$ cat src/rtl/router_fsm_if.sv
// Bundle of the source handshake, FIFO status and register-stage control
// signals exchanged between the router control FSM and its neighbours.
interface router_fsm_if;
   logic       pktvalid;
   logic [1:0] din;
   logic       fifofull;
   logic       fifo_empty_0;
   logic       fifo_empty_1;
   logic       fifo_empty_2;
   logic       soft_reset_0;
   logic       soft_reset_1;
   logic       soft_reset_2;
   logic       parity_done;
   logic       lowpktvalid;
   logic       detect_add;
   logic       lfd_state;
   logic       ld_state;
   logic       laf_state;
   logic       full_state;
   logic       rst_int_reg;
   logic       write_enb_reg;
   logic       busy;

   modport slave (
      input  pktvalid, din, fifofull,
      input  fifo_empty_0, fifo_empty_1, fifo_empty_2,
      input  soft_reset_0, soft_reset_1, soft_reset_2,
      input  parity_done, lowpktvalid,
      output detect_add, lfd_state, ld_state, laf_state, full_state,
      output rst_int_reg, write_enb_reg, busy
   );

   modport master (
      output pktvalid, din, fifofull,
      output fifo_empty_0, fifo_empty_1, fifo_empty_2,
      output soft_reset_0, soft_reset_1, soft_reset_2,
      output parity_done, lowpktvalid,
      input  detect_add, lfd_state, ld_state, laf_state, full_state,
      input  rst_int_reg, write_enb_reg, busy
   );
endinterface

$ cat src/rtl/router_fsm.sv
// Control FSM of the 1x3 router: decodes the header address and sequences
// the register stage through header, payload, full-stall and parity phases.
//
//   state | meaning
//   DA    | decode address, waiting for a header byte
//   LFD   | load first data (header) into the addressed FIFO
//   LD    | load payload bytes
//   FFS   | addressed FIFO full, stall the source
//   LAF   | resume loading after a full stall
//   LP    | load the parity byte
//   CPE   | check parity error, one-cycle internal register reset
//   WTE   | wait until the addressed FIFO drains
module router_fsm (
   input  logic         clk,
   input  logic         rst,
   router_fsm_if.slave  bus
);
   typedef enum logic [2:0] {DA, LFD, LD, FFS, LAF, LP, CPE, WTE} state_e;

   state_e     state_q, state_d;
   logic [1:0] addr_q, addr_d;
   logic [3:0] empty_v;
   logic [3:0] soft_v;

   // Bit 3 pads the per-port vectors so a 2-bit index never leaves range.
   assign empty_v = {1'b0, bus.fifo_empty_2, bus.fifo_empty_1, bus.fifo_empty_0};
   assign soft_v  = {1'b0, bus.soft_reset_2, bus.soft_reset_1, bus.soft_reset_0};

   always_ff @(posedge clk or negedge rst) begin
      if (!rst) begin
         state_q <= DA;
         addr_q  <= 2'b00;
      end else begin
         state_q <= state_d;
         addr_q  <= addr_d;
      end
   end

   always_comb begin
      state_d = state_q;
      addr_d  = addr_q;
      case (state_q)
         DA: begin
            if (bus.pktvalid && bus.din != 2'b11) begin
               addr_d  = bus.din;
               state_d = empty_v[bus.din] ? LFD : WTE;
            end
         end
         LFD: state_d = LD;
         LD: begin
            if (bus.fifofull)       state_d = FFS;
            else if (!bus.pktvalid) state_d = LP;
         end
         FFS: if (!bus.fifofull) state_d = LAF;
         LAF: begin
            if (bus.parity_done)      state_d = DA;
            else if (bus.lowpktvalid) state_d = LP;
            else                      state_d = LD;
         end
         LP:  state_d = CPE;
         CPE: state_d = bus.fifofull ? FFS : DA;
         WTE: if (empty_v[addr_q]) state_d = LFD;
         default: state_d = DA;
      endcase
      // A timeout on the FIFO being written abandons the packet.
      if (state_q != DA && soft_v[addr_q]) state_d = DA;
   end

   assign bus.detect_add    = (state_q == DA);
   assign bus.lfd_state     = (state_q == LFD);
   assign bus.ld_state      = (state_q == LD);
   assign bus.laf_state     = (state_q == LAF);
   assign bus.full_state    = (state_q == FFS);
   assign bus.rst_int_reg   = (state_q == CPE);
   assign bus.write_enb_reg = (state_q == LD) || (state_q == LP) || (state_q == LAF);
   assign bus.busy          = (state_q != DA) && (state_q != LD);
endmodule

$ cat src/flat_wrapper.sv
// flat-port wrapper written by rule: the top's interface ports become plain ports
module router_fsm_flat 
  (clk, rst, bus_pktvalid, bus_din, bus_fifofull, bus_fifo_empty_0, bus_fifo_empty_1, bus_fifo_empty_2, bus_soft_reset_0, bus_soft_reset_1, bus_soft_reset_2, bus_parity_done, bus_lowpktvalid, bus_detect_add, bus_lfd_state, bus_ld_state, bus_laf_state, bus_full_state, bus_rst_int_reg, bus_write_enb_reg, bus_busy);
  router_fsm_if bus_i ();
  input  logic clk;
  input  logic rst;
  input wire logic [$bits(bus_i.pktvalid)-1:0] bus_pktvalid;
  input wire logic [$bits(bus_i.din)-1:0] bus_din;
  input wire logic [$bits(bus_i.fifofull)-1:0] bus_fifofull;
  input wire logic [$bits(bus_i.fifo_empty_0)-1:0] bus_fifo_empty_0;
  input wire logic [$bits(bus_i.fifo_empty_1)-1:0] bus_fifo_empty_1;
  input wire logic [$bits(bus_i.fifo_empty_2)-1:0] bus_fifo_empty_2;
  input wire logic [$bits(bus_i.soft_reset_0)-1:0] bus_soft_reset_0;
  input wire logic [$bits(bus_i.soft_reset_1)-1:0] bus_soft_reset_1;
  input wire logic [$bits(bus_i.soft_reset_2)-1:0] bus_soft_reset_2;
  input wire logic [$bits(bus_i.parity_done)-1:0] bus_parity_done;
  input wire logic [$bits(bus_i.lowpktvalid)-1:0] bus_lowpktvalid;
  output wire logic [$bits(bus_i.detect_add)-1:0] bus_detect_add;
  output wire logic [$bits(bus_i.lfd_state)-1:0] bus_lfd_state;
  output wire logic [$bits(bus_i.ld_state)-1:0] bus_ld_state;
  output wire logic [$bits(bus_i.laf_state)-1:0] bus_laf_state;
  output wire logic [$bits(bus_i.full_state)-1:0] bus_full_state;
  output wire logic [$bits(bus_i.rst_int_reg)-1:0] bus_rst_int_reg;
  output wire logic [$bits(bus_i.write_enb_reg)-1:0] bus_write_enb_reg;
  output wire logic [$bits(bus_i.busy)-1:0] bus_busy;
  assign bus_i.pktvalid = bus_pktvalid;
  assign bus_i.din = bus_din;
  assign bus_i.fifofull = bus_fifofull;
  assign bus_i.fifo_empty_0 = bus_fifo_empty_0;
  assign bus_i.fifo_empty_1 = bus_fifo_empty_1;
  assign bus_i.fifo_empty_2 = bus_fifo_empty_2;
  assign bus_i.soft_reset_0 = bus_soft_reset_0;
  assign bus_i.soft_reset_1 = bus_soft_reset_1;
  assign bus_i.soft_reset_2 = bus_soft_reset_2;
  assign bus_i.parity_done = bus_parity_done;
  assign bus_i.lowpktvalid = bus_lowpktvalid;
  assign bus_detect_add = bus_i.detect_add;
  assign bus_lfd_state = bus_i.lfd_state;
  assign bus_ld_state = bus_i.ld_state;
  assign bus_laf_state = bus_i.laf_state;
  assign bus_full_state = bus_i.full_state;
  assign bus_rst_int_reg = bus_i.rst_int_reg;
  assign bus_write_enb_reg = bus_i.write_enb_reg;
  assign bus_busy = bus_i.busy;
  router_fsm u_core (.clk(clk), .rst(rst), .bus(bus_i));
endmodule
$ cat config.mk
export PLATFORM = sky130hd
export DESIGN_NAME = router_fsm_flat
export DESIGN_NICKNAME = d
export VERILOG_FILES = /design/src/rtl/router_fsm_if.sv /design/src/rtl/router_fsm.sv /design/src/flat_wrapper.sv
export SDC_FILE = /design/constraint.sdc
export NUM_CORES = 1
export LEC_CHECK = 0
export BUFFER_PORTS_ARGS = -buffer_cell sky130_fd_sc_hd__buf_2
export CORE_AREA = 5 5 42 44
export CTS_CLUSTER_SIZE = 30
export DETAILED_ROUTE_END_ITERATION = 6
export DIE_AREA = 0 0 47 49
export PLACE_DENSITY = 0.79
export SYNTH_ARGS = -nofsm -noshare
export SYNTH_HDL_FRONTEND = slang
export SYNTH_SLANG_ARGS = --single-unit
$ cat constraint.sdc
create_clock -name clk -period 1.9 [get_ports clk]
set_input_delay 0.19 -clock clk [delete_from_list [all_inputs] [get_ports clk]]
set_output_delay 0.19 -clock clk [all_outputs]
set_load 0.01 [all_outputs]
==> key figures, run 1 <==
Synth
  • Primary FF master, synth: dfrtp_1
  • Cell Area, Synth: 515.5 um^2
  • Mean area per synthesized cell: 7.931 um^2
  • Count of cell types in the netlist: 35
  • Seq/Total Area, Yosys: 0.2427
  • Syn Inst Count: 65
  • Total of warnings raised by yosys: 0
  • Number of synthesized flops with an enable pin: 0
  • Synth Register Bits: 5
  • Synth async-reset ratio: 1.000
  • Syn Nets: 79

Setup path
  • RR Startpoint: u_core.state_q[0]$_DFFE_PN0P_
  • CP startpoint kind: flip-flop
  • R2r setup slk: 0.13 ns
  • Crit path launch: u_core.state_q[0]$_DFFE_PN0P_
  • Crit. End Element: flip-flop
  • WS Path Type: reg -> reg
  • CP peak stage delay: 0.56 ns
  • Reg2Reg Capture Point: u_core.state_q[2]$_DFFE_PN0P_
  • CP max stage cell: dfrtp_1
  • Crit path DAT: 1.94 ns
  • Critical Path RT: 2.08 ns
  • Crit path max fanout: 14
  • R2R cell count: 5
  • Cell Chain, Critical Path: and4bb_2, a22o_1, o21bai_1, a2111o_1, a21oi_2

Cells and area
  • Core Util, Final: 0.4723
  • Area grow syn2layout: 28.40%
  • Share of post-route cells with drive strength above 1: 0.3820
  • Commonest cells after routing, fill and taps aside: 21 x buf_2, 10 x nor2_1, 5 x nand2_1, 5 x dfrtp_1, 4 x a21oi_1
  • Most common library cell in the layout ignoring fill and taps: buf_2
  • Fill count: 154
  • Final nets: 104
  • # diodes: 0
  • Post-route insts no fill: 105

Route
  • DR vias/cell: 5.695
  • DRC Markers: 0
  • Average wire per standard cell: 13.86 um
  • Antenna Nets Post-Route: 0
  • DR pass1 iterations: 4
  • Met1 WL: 554 um
  • Drt total wl: 1.455 mm
  • WL met3: 84 um
  • Met2 WL post-DR: 790 um
  • Initial DRC count: 16
  • DR top layer: met4
  • Via count: 598

Hold path
  • Worst Hold Depth: 2
  • Hold endpoint: u_core.addr_q[0]$_DFFE_PN0P_
  • Hold WC Path Type: in -> reg
  • Hold_sp: bus_din[0]

Power
  • Combinational power share: 0.620
  • Clock power share: 0.121
  • Leak: 0.3345 nW
  • Psw: 0.4914 mW
  • Total internal power: 0.5447 mW
  • Maximum vdd drop: 0.0006775 V
  • Power Dens Cells: 1565 mW/mm^2
  • Sequential power share: 0.259
  • Overall Power: 1.036 mW
  • Switching power share of the total: 0.4743

STA
  • RSZ-0062 raised after global routing: no
  • FMAX: 565.1 MHz
  • Worst Skew: 0.003712 ns
  • Worst Tran Pin Value: 0.3760 ns
  • Final hold viol count: 0
  • Setup Total Neg Slack: 0 ns
  • Setup violators final: 0
  • Slew HR: 0.7494
  • Tcrit/Tclk final: 0.9314
  • Max-slew violations: 0
  • Tmin final: 1.770 ns

Floorplan
  • Boundary Pins: 22
  • Die X: 47 um
  • Row count: 14
  • Die H: 49 um
  • Starting density of the core: 0.3679
  • Core ar.: 0.001401 mm^2
  • Die footprint: 0.002303 mm^2

Place
  • Number of port buffers: 21
  • Routability cong.: 0.8148
  • HPWL Detailed: 1.152 mm
  • Dpl cells: 100

Clock network
  • CTS clk-pin slew, worst paths: 0.05 ns
  • Worst skew pair latency: 0.24 ns
  • Cts repair resizes: 0
  • Clock buffer depth: 2
  • TritonCTS Sinks: 5
  • H-tree Lvls: 1
  • TritonCTS buffer count: 3
  • CTS tree: done
  • CTS Root Cell: clkbuf_4

GRT
  • Vias in the first global route: 586
  • Gr usage total: 0.1485
  • Total grt overflow: 0
  • Largest net degree at the start of global routing: 15
  • Initial antenna violation count: 0
  • First-pass GRT wire length: 2.573 mm

Status
  • Run status: complete, no violations

Job
  • Max Cap Viol: 0
layout make-up:
class / count / area [um^2] / share of cell area
Multi-Input combinational cell: 52 / 345.3 / 0.5217
Timing Repair Buffer: 24 / 130.1 / 0.1966
Sequential cell: 5 / 125.1 / 0.1890
Clock buffer: 4 / 26.28 / 0.03970
Tap cell: 16 / 20.02 / 0.03025
Inverter: 4 / 15.01 / 0.02268
how the worst max path moves through the flow:
stage / end / depth (start not counted)
2_1_floorplan: u_core.state_q[2]$_DFFE_PN0P_ / 5
3_3_place_gp: u_core.state_q[2]$_DFFE_PN0P_ / 5
3_5_place_dp: u_core.state_q[2]$_DFFE_PN0P_ / 5
4_1_cts: u_core.state_q[2]$_DFFE_PN0P_ / 5
5_1_grt: u_core.state_q[2]$_DFFE_PN0P_ / 5
6_report: u_core.state_q[2]$_DFFE_PN0P_ / 5
worst max-delay path: cells and delay by family (launching register included):
family	cells	cell delay [ns]
DFF	1	0.56
AOI/OAI and AO/OA	4	0.87
and+or+nand+nor	1	0.27
cell families (layout without fill, tap and decap cells):
group / count (synthesis) / in the layout / share of synthesized area
AND/OR/NAND/NOR: 30 / 30 / 0.3301
flip-flops: 5 / 5 / 0.2427
multiplexers: 3 / 3 / 0.06795
buffers and inverters: 8 / 32 / 0.08737
AO/OA/AOI/OAI: 19 / 19 / 0.2719
what timing repair did:
action	4_1_cts	5_1_grt
hold endpoints to repair	5	0
setup buffers	0	0
hold buffers	1	0
sequential cells by signal, indices dropped and copies added, names as in the netlist:
| name | count |
|---|---|
| u_core.addr_q | 2 |
| u_core.state_q | 3 |
per-stage QoR:
| step | setup WS (ns) | hold WS (ns) | area (um^2) |
|---|---|---|---|
| 2_1_floorplan | 0.4181 | -0.1056 | 515.5 |
| 3_3_place_gp | 0.2093 | 0.01087 | 625.6 |
| 3_5_place_dp | 0.1620 | 0.01764 | 625.6 |
| 4_1_cts | 0.1521 | 0.2500 | 661.9 |
| 5_1_grt | 0.04178 | 0.2805 | 661.9 |
| 6_report | 0.1303 | 0.2574 | 661.9 |
cells in the mapped netlist (all sizes together) (2+ instances only):
| master | count | area [um^2] |
|---|---|---|
| or2b | 2 | 17.52 |
| inv | 4 | 15.01 |
| dfrtp | 5 | 125.1 |
| buf | 3 | 22.52 |
| nand2 | 5 | 18.77 |
| nor3 | 2 | 15.01 |
| nor2 | 10 | 37.54 |
| a2111o | 2 | 22.52 |
| mux2i | 2 | 20.02 |
| a21oi | 5 | 28.78 |
| a211oi | 2 | 15.01 |
| nand3 | 2 | 10.01 |
| o21ai | 2 | 10.00 |
| nand3b | 2 | 15.01 |
power groups by stage:
stage               sequential, mW  clock, mW  combinational [mW]
global route                 0.286      0.144               0.713
CTS                          0.263      0.133               0.640
detailed placement           0.264          0               0.636
global placement             0.257          0               0.618
finish                       0.268      0.126               0.642
floorplan                    0.203          0               0.534
routing by layer:
metal / GRT usage / vias to the layer above
li1: - / 284
met1: 0.1715 / 284
met2: 0.2466 / 24
met3: 0.03321 / 6
met4: 0.06912 / 0
met5: 0 / -
Power figures use the tool's default switching activity.
==> inputs of run 2 (changes only) <==
Settings changed: PLACE_DENSITY 0.79 to 0.82.
Clock period 1.9 ns to 1.6 ns, I/O delays scaled along.
==> run 2 against run 1 <==
Register-to-register slack lost 0.06 ns. Global-route usage shrank 0.74 points. Flip-flop and latch count is the same. Maximum frequency grew 15%. Critical path type unchanged. First-iteration DRC count shrank 50%. Non-clock buffer count grew 4. Sequential power grew 13%. Worst hold slack lost 0.046 ns. Utilization grew 3.3 points. Setup slack lost 0.063 ns. Highest routed layer unchanged. Combinational power grew 34%.
==> key figures, run 2 (synthesized netlist as in run 1, its figures left out) <==
Clock network
  • Post-CTS setup buffers: 0 (unchanged)
  • CTS Root Cell: clkbuf_4
  • H-tree Lvls: 1 (unchanged)
  • TritonCTS buffer count: 3 (unchanged)
  • CTS tree: done
  • Worst skew pair latency: 0.25 ns (about the same)
  • CTS clk-pin slew, worst paths: 0.05 ns (about the same)
  • TritonCTS Sinks: 5 (unchanged)
  • Clock buffer depth: 2 (unchanged)

Power
  • Power Dens Cells: 1860 mW/mm^2 (+19%)
  • Overall Power: 1.317 mW (+27%)
  • Maximum vdd drop: 0.0007383 V (+9.0%)
  • Leak: 0.3545 nW (+6.0%)

Setup path
  • Critical Path RT: 1.77 ns (-0.31 ns)
  • CP peak stage delay: 0.41 ns (-0.15 ns)
  • CP max stage cell: dfrtp_2
  • CP startpoint kind: flip-flop
  • WS Path Type: reg -> reg
  • Crit path max fanout: 7 (-7)
  • RR Startpoint: u_core.state_q[0]$_DFFE_PN0P_
  • Crit path launch: u_core.state_q[0]$_DFFE_PN0P_
  • Crit. End Element: flip-flop
  • Cell Chain, Critical Path: buf_6, nand4bb_1, o311a_1, o21ai_2, a2111o_1, a21oi_2
  • Crit path DAT: 1.70 ns (-0.24 ns)

Cells and area
  • Max reg flops: 3 (unchanged)
  • Fin area: 708.2 um^2 (+7.0%)
  • Area grow syn2layout: 37.38%
  • Final nets: 108 (+3.8%)
  • Reg with most FFs: u_core.state_q
  • Commonest cells after routing, fill and taps aside: 21 x buf_2, 9 x nor2_1, 5 x nand2_1, 5 x buf_4
  • Fill count: 144 (-6.5%)
  • Top flop regs: u_core.state_q x3, u_core.addr_q x2
  • Most common library cell in the layout ignoring fill and taps: buf_2
  • Share of post-route cells with drive strength above 1: 0.4624 (+0.08034)
  • # diodes: 0 (unchanged)

GRT
  • Initial antenna violation count: 0 (unchanged)
  • Vias in the first global route: 565 (-3.6%)
  • Gr usage total: 0.1411 (-0.007372)
  • Largest net degree at the start of global routing: 11 (-4)
  • Total grt overflow: 0 (unchanged)
  • First-pass GRT wire length: 2.394 mm (-7.0%)

Floorplan
  • Die H: 49 um (unchanged)
  • Starting density of the core: 0.3679 (unchanged)
  • Core ar.: 0.001401 mm^2 (unchanged)
  • Boundary Pins: 22 (unchanged)
  • Row count: 14 (unchanged)
  • Die footprint: 0.002303 mm^2 (unchanged)
  • Die X: 47 um (unchanged)

Place
  • Dpl ws: -0.008826 ns (-0.1708 ns)
  • Routability cong.: 0.8473 (+4.0%)
  • Number of port buffers: 21 (unchanged)
  • Placed inst area: 655.6 um^2 (+4.8%)
  • HPWL Detailed: 1.124 mm (-2.4%)

Route
  • Antenna Nets Post-Route: 0 (unchanged)
  • Average wire per standard cell: 12.47 um (-10%)
  • Initial DRC count: 8 (-8)
  • DRC Markers: 0 (unchanged)
  • DR vias/cell: 5.376 (-5.6%)
  • DR pass1 iterations: 4 (unchanged)
  • Via count: 586 (-2.0%)
  • Drt total wl: 1.359 mm (-6.6%)

STA
  • Setup ws final: 0.06693 ns (-0.06333 ns)
  • FMAX: 652.3 MHz (+15%)
  • Worst Tran Pin Value: 0.3284 ns (-0.04752 ns)
  • Final hold viol count: 0 (unchanged)
  • Setup violators final: 0 (unchanged)
  • Max-slew violations: 0 (unchanged)
  • Tcrit/Tclk final: 0.9582 (+0.02673)
  • Slew HR: 0.7802 (+0.03087)
  • Worst Skew: 0.005377 ns (+0.001665 ns)
  • RSZ-0062 raised after global routing: yes
  • Tmin final: 1.533 ns (-0.2367 ns)

Job
  • Max Cap Viol: 0 (unchanged)

Status
  • Run status: complete, no violations

Hold path
  • Hold_sp: bus_din[0]
  • Hold WC Path Type: in -> reg
-- run 2: path summary, 6_finish.rpt --
| path | endpoint | slack (ns) | depth (start not counted) |
|---|---|---|---|
| max in group asynchronous | u_core.state_q[1]$_DFFE_PN0P_ | 1.19 | 2 |
| hold reg to reg | u_core.addr_q[0]$_DFFE_PN0P_ | 0.58 | 1 |
| setup reg to reg | u_core.state_q[1]$_DFFE_PN0P_ | 0.07 | 6 |
| min in group asynchronous | u_core.addr_q[0]$_DFFE_PN0P_ | 0.25 | 2 |
| setup / recovery | u_core.state_q[1]$_DFFE_PN0P_ | 0.07 | 6 |
| hold / removal | u_core.addr_q[0]$_DFFE_PN0P_ | 0.21 | 2 |
-- run 2: area by class of cell --
cell class              count  area (um^2)  area share
multi-input cells          52        355.3      0.5018
repair buffers             28        163.9      0.2314
flip-flops and latches      5        127.6      0.1802
clock buffers               4        26.28     0.03710
well taps                  16        20.02     0.02827
inverters                   4        15.01     0.02120
-- run 2: what timing repair did --
item	CTS	global route
pin swaps	1	1
resized for setup	2	4
endpoints found under the setup margin	2	4
hold endpoints to repair	5	0
hold buffers	1	0
-- run 2: metal layers --
metal,part of all wire,vias up,track usage
met5,0,-,0
met4,0.015,0,0.06912
met3,0.046,4,0.04059
met2,0.52,15,0.2308
met1,0.42,271,0.1593
li1,-,296,-
-- run 2: stage by stage --
stage          instances  hold slack [ns]   TNS (ns)  utilization
6_report             109           0.2116          0       0.5054
5_1_grt              109           0.2417   -0.01175       0.5054
4_1_cts              109           0.2079  -0.003998       0.4973
3_5_place_dp         104         -0.01376  -0.008826       0.4679
3_3_place_gp         104         -0.01656          0       0.4679
2_1_floorplan         65          -0.1356          0            -
-- run 2: where the power goes --
group / leakage (nW) / internal (mW) / switching [mW]
clock: 0.0150 / 0.0947 / 0.0579
combinational: 0.281 / 0.427 / 0.435
sequential: 0.0584 / 0.198 / 0.104
total: 0.355 / 0.720 / 0.597
-- run 2: worst max-delay path, delay by kind of cell (launching register included) --
family / cells / cell delay [ns]
flops: 1 / 0.41
compound gates: 4 / 0.81
simple gates: 1 / 0.11
buf+inv: 1 / 0.12
